$ cat src/rtl/ocx_tlx_rcv_credit_sched_pkg.sv
// Shared types and constants for the TLX receive credit return scheduler.
//   VC_CNT_W / DCP_CNT_W : accumulator widths for command and data credits
//   sched_state_e        : scheduler FSM states
//   credit_class_e       : index of each credit class in flag vectors
//   eff_thresh()         : DCP threshold with 0 promoted to 1
package ocx_tlx_credit_pkg;

  localparam int unsigned VC_CNT_W    = 4;
  localparam int unsigned DCP_CNT_W   = 6;
  localparam int unsigned NUM_CLASSES = 4;

  typedef enum logic {
    ST_IDLE = 1'b0,
    ST_REQ  = 1'b1
  } sched_state_e;

  typedef enum logic [1:0] {
    CC_VC0  = 2'd0,
    CC_VC1  = 2'd1,
    CC_DCP0 = 2'd2,
    CC_DCP1 = 2'd3
  } credit_class_e;

  function automatic logic [DCP_CNT_W-1:0] eff_thresh(input logic [DCP_CNT_W-1:0] t);
    return (t == '0) ? DCP_CNT_W'(1) : t;
  endfunction

endpackage

$ cat src/rtl/ocx_tlx_rcv_credit_sched_acc.sv
// Saturating credit accumulator.
//   tlx_clk, reset_n : clock, synchronous active-low reset
//   pulse_i          : one credit returned this cycle
//   snap_i           : batch snapshot taken this cycle; count restarts at pulse_i
//   count_o          : registered credit count
//   nonzero_o/sat_o  : count != 0 / count at all-ones
//   ovf_o            : credit lost this cycle (pulse at saturation, no snapshot)
module ocx_tlx_credit_acc #(
  parameter int unsigned WIDTH = 4
) (
  input  logic             tlx_clk,
  input  logic             reset_n,
  input  logic             pulse_i,
  input  logic             snap_i,
  output logic [WIDTH-1:0] count_o,
  output logic             nonzero_o,
  output logic             sat_o,
  output logic             ovf_o
);

  logic [WIDTH-1:0] cnt_q, cnt_d;
  logic             sat;

  always_comb begin
    sat   = &cnt_q;
    cnt_d = cnt_q;
    if (snap_i) begin
      // The snapshot carries the old count away; this cycle's pulse starts the next batch.
      cnt_d    = '0;
      cnt_d[0] = pulse_i;
    end else if (pulse_i && !sat) begin
      cnt_d = cnt_q + WIDTH'(1);
    end
  end

  always_ff @(posedge tlx_clk) begin
    if (!reset_n) cnt_q <= '0;
    else          cnt_q <= cnt_d;
  end

  assign count_o   = cnt_q;
  assign nonzero_o = |cnt_q;
  assign sat_o     = sat;
  assign ovf_o     = pulse_i & sat & ~snap_i;

endmodule

$ cat src/rtl/ocx_tlx_rcv_credit_sched.sv
// TLX receive credit return scheduler: batches per-class credit pulses and
// hands each batch to the framer over a req/ack handshake.
//   tlx_clk, reset_n          : clock, synchronous active-low reset
//   vc0/vc1/dcp0/dcp1_credit_v: one credit returned per cycle per class
//   cfg_wr, cfg_thresh,
//   cfg_timeout               : config load (thresh 0 acts as 1, timeout 0 disables)
//   credit_ret_req/ack        : batch handshake to the framer
//   credit_ret_vc0/vc1/dcp0/dcp1 : batch counts, stable while req is high
//   credit_ovf_err            : sticky, a credit arrived at a saturated accumulator
module ocx_tlx_rcv_credit_sched
  import ocx_tlx_credit_pkg::*;
#(
  parameter logic [5:0] dflt_thresh  = 6'd8,
  parameter logic [7:0] dflt_timeout = 8'd64
) (
  input  logic       tlx_clk,
  input  logic       reset_n,
  input  logic       vc0_credit_v,
  input  logic       vc1_credit_v,
  input  logic       dcp0_credit_v,
  input  logic       dcp1_credit_v,
  input  logic       cfg_wr,
  input  logic [5:0] cfg_thresh,
  input  logic [7:0] cfg_timeout,
  output logic       credit_ret_req,
  input  logic       credit_ret_ack,
  output logic [3:0] credit_ret_vc0,
  output logic [3:0] credit_ret_vc1,
  output logic [5:0] credit_ret_dcp0,
  output logic [5:0] credit_ret_dcp1,
  output logic       credit_ovf_err
);

  sched_state_e         state_q;
  logic [7:0]           timer_q, timer_d;
  logic [5:0]           thresh_q;
  logic [7:0]           timeout_q;
  logic                 req_q, ovf_q;
  logic [VC_CNT_W-1:0]  ret_vc0_q, ret_vc1_q, acc_vc0, acc_vc1;
  logic [DCP_CNT_W-1:0] ret_dcp0_q, ret_dcp1_q, acc_dcp0, acc_dcp1;
  logic [DCP_CNT_W-1:0] thr_eff;
  logic [NUM_CLASSES-1:0] nz, sat, ovf;
  logic                 trigger;

  ocx_tlx_credit_acc #(.WIDTH(VC_CNT_W)) u_acc_vc0 (
    .tlx_clk(tlx_clk), .reset_n(reset_n), .pulse_i(vc0_credit_v), .snap_i(trigger),
    .count_o(acc_vc0), .nonzero_o(nz[CC_VC0]), .sat_o(sat[CC_VC0]), .ovf_o(ovf[CC_VC0]));

  ocx_tlx_credit_acc #(.WIDTH(VC_CNT_W)) u_acc_vc1 (
    .tlx_clk(tlx_clk), .reset_n(reset_n), .pulse_i(vc1_credit_v), .snap_i(trigger),
    .count_o(acc_vc1), .nonzero_o(nz[CC_VC1]), .sat_o(sat[CC_VC1]), .ovf_o(ovf[CC_VC1]));

  ocx_tlx_credit_acc #(.WIDTH(DCP_CNT_W)) u_acc_dcp0 (
    .tlx_clk(tlx_clk), .reset_n(reset_n), .pulse_i(dcp0_credit_v), .snap_i(trigger),
    .count_o(acc_dcp0), .nonzero_o(nz[CC_DCP0]), .sat_o(sat[CC_DCP0]), .ovf_o(ovf[CC_DCP0]));

  ocx_tlx_credit_acc #(.WIDTH(DCP_CNT_W)) u_acc_dcp1 (
    .tlx_clk(tlx_clk), .reset_n(reset_n), .pulse_i(dcp1_credit_v), .snap_i(trigger),
    .count_o(acc_dcp1), .nonzero_o(nz[CC_DCP1]), .sat_o(sat[CC_DCP1]), .ovf_o(ovf[CC_DCP1]));

  always_comb begin
    thr_eff = eff_thresh(thresh_q);
    trigger = (state_q == ST_IDLE) &&
              ((acc_dcp0 >= thr_eff) || (acc_dcp1 >= thr_eff) || (|sat) ||
               ((timeout_q != '0) && (|nz) && (timer_q == timeout_q)));

    timer_d = timer_q;
    if ((state_q == ST_REQ) || !(|nz) || trigger) timer_d = '0;
    else if (timer_q != '1)                       timer_d = timer_q + 8'd1;
  end

  always_ff @(posedge tlx_clk) begin
    if (!reset_n) begin
      state_q    <= ST_IDLE;
      req_q      <= 1'b0;
      ret_vc0_q  <= '0;
      ret_vc1_q  <= '0;
      ret_dcp0_q <= '0;
      ret_dcp1_q <= '0;
      ovf_q      <= 1'b0;
      timer_q    <= '0;
      thresh_q   <= dflt_thresh;
      timeout_q  <= dflt_timeout;
    end else begin
      timer_q <= timer_d;
      ovf_q   <= ovf_q | (|ovf);
      if (cfg_wr) begin
        thresh_q  <= cfg_thresh;
        timeout_q <= cfg_timeout;
      end
      case (state_q)
        ST_IDLE: begin
          if (trigger) begin
            ret_vc0_q  <= acc_vc0;
            ret_vc1_q  <= acc_vc1;
            ret_dcp0_q <= acc_dcp0;
            ret_dcp1_q <= acc_dcp1;
            req_q      <= 1'b1;
            state_q    <= ST_REQ;
          end
        end
        ST_REQ: begin
          if (credit_ret_ack) begin
            req_q   <= 1'b0;
            state_q <= ST_IDLE;
          end
        end
        default: state_q <= ST_IDLE;
      endcase
    end
  end

  assign credit_ret_req  = req_q;
  assign credit_ret_vc0  = ret_vc0_q;
  assign credit_ret_vc1  = ret_vc1_q;
  assign credit_ret_dcp0 = ret_dcp0_q;
  assign credit_ret_dcp1 = ret_dcp1_q;
  assign credit_ovf_err  = ovf_q;

endmodule
$ cat config.mk
export PLATFORM = sky130hd
export DESIGN_NAME = ocx_tlx_rcv_credit_sched
export DESIGN_NICKNAME = d
export VERILOG_FILES = /design/src/rtl/ocx_tlx_rcv_credit_sched_pkg.sv /design/src/rtl/ocx_tlx_rcv_credit_sched_acc.sv /design/src/rtl/ocx_tlx_rcv_credit_sched.sv
export SDC_FILE = /design/constraint.sdc
export NUM_CORES = 1
export LEC_CHECK = 0
export CELL_PAD_IN_SITES_DETAIL_PLACEMENT = 2
export CELL_PAD_IN_SITES_GLOBAL_PLACEMENT = 2
export CORE_ASPECT_RATIO = 0.75
export CORE_MARGIN = 2
export CORE_UTILIZATION = 36
export CTS_CLUSTER_DIAMETER = 150
export DETAILED_ROUTE_END_ITERATION = 16
export GPL_TIMING_DRIVEN = 0
export PLACE_DENSITY_LB_ADDON = 0.1
export SLEW_MARGIN = 30
export SYNTH_ARGS = -nofsm -noshare
export SYNTH_HDL_FRONTEND = slang
export SYNTH_SLANG_ARGS = --single-unit
$ cat constraint.sdc
create_clock -name tlx_clk -period 7.35 [get_ports tlx_clk]
set_clock_uncertainty 0.05 [all_clocks]
set_input_delay 2.205 -clock tlx_clk [delete_from_list [all_inputs] [get_ports tlx_clk]]
set_output_delay 2.205 -clock tlx_clk [all_outputs]
set_load 0.02 [all_outputs]
Word-level counts from Yosys, hierarchy flattened
Cells that the tools add are included.
{ "totals": {"reg_bits": 65, "inputBits": 22, "out_inout_bits": 22, "word_cells": 90} }
{ "op_classes": {"n_addsub": 5, "n_lt_le_gt_ge": 2, "eq_ne": 4, "muxes": 15, "n_bitwise": 12, "reduce_logical": 34} }
{ "ops": {"columns": ["cell", "n"], "rows": [
  ["OR reduction 20 bit", 1],
  ["adder 6 x 1 -> 6 bit (second input constant)", 2],
  ["greater-or-equal comparator 6 bit", 2],
  ["2-to-1 mux 1 bit", 12],
  ["AND reduction 6 bit", 2],
  ["adder 4 x 1 -> 4 bit (second input constant)", 2],
  ["adder 8 x 1 -> 8 bit (second input constant)", 1],
  ["bitwise AND 1 bit", 8],
  ["equality test 8 bit", 1],
  ["!= test 8 bit (second input constant)", 1],
  ["AND reduction 4 bit", 2],
  ["nonzero test 2 bit", 4],
  ["nonzero test 8 bit", 1],
  ["OR reduction 4 bit", 2],
  ["logical AND 1 bit", 7],
  ["logical NOT 6 bit", 1],
  ["2-to-1 mux 6 bit", 1],
  ["logical NOT 1 bit", 5],
  ["logical OR 1 bit", 5],
  ["one-hot mux 1 bit (2 select lines)", 2],
  ["AND reduction 2 bit", 2],
  ["OR reduction 2 bit", 2],
  ["NOT 1 bit", 3],
  ["!= test 2 x 1 -> 1 bit (second input constant)", 1],
  ["other kinds (2)", 2]
]} }

Longest topological paths before layout
{ "logic_depth": {"depth_word": 11, "mapped_depth": 10, "mapped_depth_nobuf": 9} }

Cells and area by module
From an unflattened synthesis, not the netlist that was laid out.
{ "unflattened": {"hier_cells": 392, "hier_area_um2": 3452.1} }
{ "by_module_without_submodules": {"columns": ["module", "instances", "cells_each", "area_each_um2", "seq_area_each_um2"], "rows": [
  ["ocx_tlx_rcv_credit_sched", 1, 246, 2223.4, 900.9],
  ["ocx_tlx_credit_acc at u_acc_dcp0 ...", 2, 45, 377.9, 120.1],
  ["ocx_tlx_credit_acc at u_acc_vc0 ...", 2, 28, 236.5, 80.1]
]} }

Least setup slack after synthesis
Ideal clock, no wire load.
{ "synth_path": {"path_type": "input to register", "from": "input reset_n", "to": "register timer_q[6]", "setup_time_ns": 0.073, "arrival_ns": 3.274, "required_time_ns": 7.227, "path_slack_ns": 3.953, "cell_stages": 5, "path_cell_list": "clkbuf_1 -> inv_1 -> or4_1 -> buf_6 -> nor3_4"} }
{ "synth_via": {"elab_chain_cells": 2} }
{ "synth_rtl": {"columns": ["element", "line_no", "text"], "rows": [
  ["start, declared", "ocx_tlx_rcv_credit_sched.sv:17", "input logic reset_n,"],
  ["NOT 1 bit (no line)", null, null],
  ["OR reduction 2 bit (no line)", null, null],
  ["end signal, assigned", "ocx_tlx_rcv_credit_sched.sv:85", "timer_q <= timer_d;"],
  ["end, declared", "ocx_tlx_rcv_credit_sched.sv:35", "logic [7:0] timer_q, timer_d;"]
]} }
Every way passes these cells.
A chain may end at the register's enable or synchronous reset.

Worst setup path in the final report
{ "layout_path": {"from": "input dcp1_credit_v", "to": "register u_acc_dcp1.cnt_q[5] (netlist: u_acc_dcp1.count_o[5])"} }
{ "layout_via": {"elab_chain_cells": 1} }
{ "layout_rtl": {"columns": ["element", "line_no", "text"], "rows": [
  ["start, declared", "ocx_tlx_rcv_credit_sched.sv:21", "input logic dcp1_credit_v,"],
  ["logical AND 1 bit", "ocx_tlx_rcv_credit_sched_acc.sv:31", "end else if (pulse_i && !sat) begin"],
  ["end signal, assigned", "ocx_tlx_rcv_credit_sched_acc.sv:38", "else cnt_q <= cnt_d;"],
  ["end, declared", "ocx_tlx_rcv_credit_sched_acc.sv:21", "logic [WIDTH-1:0] cnt_q, cnt_d;"]
]} }
Every way passes these cells.

==> flow_summary.ini <==
[clock_network]
clock_latency_ns = 0.34
cts_inserted_buffers = 9
cts_tree = done
ctsHtreeMaxLevel = 3
path_clk_slew_ns = 0.05
cts.sinks = 65
holdBufCountCts = 0
clock-root-buffer = clkbuf_16
cts_setup_buffers = 0
cts.path.max_buffers = 2
cts-resized-gates = 0

[cells_and_area]
syn_to_final_growth_pct = 25.3
diodes = 0
fillers = 1040
fin_area_um2 = 4120
fin_nets = 471
layout-drive-gt1-share = 0.0531

[grt]
grt_pass1_wl_mm = 17.2
first_global_vias = 3302
antenna_found_initial = 0
grt_use_total = 0.228
globalRouteOverflowTotal = 0
grt_max_degree = 11

[sta]
timing.final.crit_share = 0.488
slew_violations = 0
setup_viol = 0
final.setup.tns_ns = 0
fin_crit_ns = 3.59
clock.fmax_ghz = 0.279
hold-worst-slack_ns = 0.407
tightest_slew_ns = 0.750
grt_setup_unrepaired = no
finalHoldViolCount = 0
relSlewSlack = 0.497

[synth]
ys_seq_area_frac = 0.396
netlist_area_um2 = 3290
ys_async_sr_fraction = 0
ys_ff_latch = 65
synth_edf_count = 0
syn_nets = 420
synth.distinct_cells = 46
syn_area_per_cell_um2 = 8.73
yosysWarnings = 0
synthFlopType = dfxtp_1
synthesis.instances = 377

[worst_hold_path]
hold_end = credit_ret_dcp1[3]
hp-class = reg -> reg
min_path_cells = 2
min-delay-start = credit_ret_dcp1[3]

[setup_path]
startpoint_type = input pin
critPathMaxStageDelay_ns = 0.49
worst-path-buf-inv = 2
r2r_start = thresh_q[1]
critPathKind = in -> reg
reg2reg_to = u_acc_vc0.count_o[1]
path_delay_family = buffers and inverters
r2r_cells = 10
critPathArrivalTime_ns = 3.74
crit_required_ns = 7.50
crit_path_end_kind = flop
critical_path_peak_fanout = 10
cp_slowest_cell = clkdlybuf4s50_1
ff2ff_setup_slack_ns = 3.95
cp_cell_sequence = clkdlybuf4s50_1, clkbuf_1, nand2_1, nor3_1, xnor2_1, nor2_1

[floorplan]
die_h_um = 86.8
die_area_um2 = 9930
placementRows = 30
core_region_area_um2 = 8970
ios = 44
initial_core_util = 0.367
die_w_um = 114

[power_and_ir_drop]
p_per_area_nw_per_um2 = 235
p_leak_nw = 1.57
max-vdd-ir-drop_mv = 0.132

[routing]
drt_iter0_markers = 120
ant_nets = 0
route.detailed.drc = 0
dr.pass1.iters = 4
via_count = 2972
via_per_inst = 5.45
wire_per_inst_um = 19.1
finalWirelength_mm = 10.4

[run]
maxCapViolations = 0

[place]
place_hpwl_mm = 7.73
place_congestion = 0.847
portBuffers = 40
placed_area_um2 = 3830

[status]
outcome = finished clean
-- tightest hold or removal path: cells and delay by family (launching register included) --
family / cells / cell delay, ns
flip-flops: 1 / 0.31
AND/OR/NAND/NOR: 1 / 0.05
multiplexers: 1 / 0.05
-- cells in the mapped netlist (all sizes together) (2+ instances only) --
master | number | area (µm²)
and2 | 2 | 12.5
nand3 | 18 | 90.1
nor4 | 3 | 25.0
and4b | 2 | 20.0
nand2b | 2 | 12.5
xnor2 | 15 | 131
nand2 | 60 | 225
ha | 21 | 263
dfxtp | 65 | 1300
a31oi | 4 | 25.0
nand4 | 12 | 75.1
mux2i | 35 | 350
or3 | 2 | 12.5
and3 | 3 | 18.8
nor3 | 8 | 51.3
a21oi | 14 | 70.1
o21ai | 5 | 25.0
nor2 | 38 | 143
clkbuf | 13 | 48.8
a211oi | 4 | 40.0
o211ai | 4 | 30.0
and4 | 3 | 26.3
or4 | 8 | 60.1
buf | 4 | 25.0
nand4b | 2 | 17.5
inv | 16 | 60.1
-- registers in the layout, indices dropped and copies added, names as in the netlist --
register,cells
timeout_q,8
u_acc_vc1.count_o,4
credit_ovf_err,1
u_acc_dcp1.count_o,6
u_acc_dcp0.count_o,6
thresh_q,6
state_q,1
u_acc_vc0.count_o,4
credit_ret_vc1,4
credit_ret_vc0,4
credit_ret_dcp1,6
credit_ret_req,1
credit_ret_dcp0,6
timer_q,8
-- per-layer routing --
layer	vias up	track usage	wire length, µm
met5	-	0	0
met4	0	0.0732	175
met3	14	0.0441	281
met2	32	0.384	4960
met1	1498	0.297	5000
li1	1428	-	-
-- cells by family after synthesis --
family                     count (synthesis)  share of synthesized area
AOI/OAI and AO/OA                         40                     0.0833
xor gates and xnor gates                  16                     0.0426
and+or+nand+nor                          166                      0.248
muxes                                     36                      0.110
adders and majority gates                 21                     0.0799
buffers and inverters                     33                     0.0407
DFF                                       65                      0.396
-- cells in the final DEF (no fill, tap or decap), types with 2 or more instances in the layout --
master and count:
nand3_1 18, o21ai_0 4, nand4b_1 2, nor4_1 2, or4_1 8, mux2i_1 35, a211oi_2 2, inv_1 16
nand2_1 60, clkbuf_1 16, buf_2 2, nand4_1 12, nor2_1 38, nor3_1 7, nand2b_1 2, and2_1 2
a211oi_1 2, dfxtp_1 65, or3_1 2, a21oi_1 14, ha_1 21, and4b_1 2, and3_1 3, xnor2_1 15
clkbuf_16 9, clkinv_2 2, o211ai_1 4, and4_1 3, a31oi_1 4, clkdlybuf4s50_1 40
-- layout make-up --
class	instances	area [µm²]	share of cell area
inverters	16	60.1	0.0146
repair buffers	40	400	0.0972
clock buffers	13	250	0.0607
clock inverters	3	40.0	0.00972
flip-flops and latches	65	1300	0.316
multi-input cells	279	1850	0.450
well taps	112	140	0.0340
plain buffers	17	73.8	0.0179
-- how the worst max path moves through the flow --
stage / start / to / slack, ns / depth (start not counted)
floorplan: reset_n / timer_q[6] / 3.95 / 5
global placement: dcp1_credit_v / u_acc_dcp1.count_o[5] / 3.49 / 6
detailed placement: dcp1_credit_v / u_acc_dcp1.count_o[5] / 3.43 / 6
CTS: dcp1_credit_v / u_acc_dcp1.count_o[5] / 3.77 / 6
global route: dcp1_credit_v / u_acc_dcp1.count_o[5] / 3.68 / 6
finish: dcp1_credit_v / u_acc_dcp1.count_o[5] / 3.76 / 6
-- where the power goes --
group | leakage, nW | internal, mW | switching (mW) | total (mW)
registers | 0.529 | 0.370 | 0.0225 | 0.393
clock network | 0.144 | 0.271 | 0.156 | 0.427
logic | 0.893 | 0.0639 | 0.0848 | 0.149
-- per-stage QoR --
| stage | setup WS [ns] | instances | utilization | total power, mW |
|---|---|---|---|---|
| 3_5_place_dp | 3.43 | 529 | 0.427 | 0.547 |
| 6_report | 3.76 | 545 | 0.459 | 0.968 |
| 4_1_cts | 3.77 | 545 | 0.459 | 0.977 |
| 5_1_grt | 3.68 | 545 | 0.459 | 1.01 |
| 3_3_place_gp | 3.49 | 529 | 0.427 | 0.539 |
| 2_1_floorplan | 3.95 | 377 | - | 0.490 |
(Power assumes the default switching activity.)
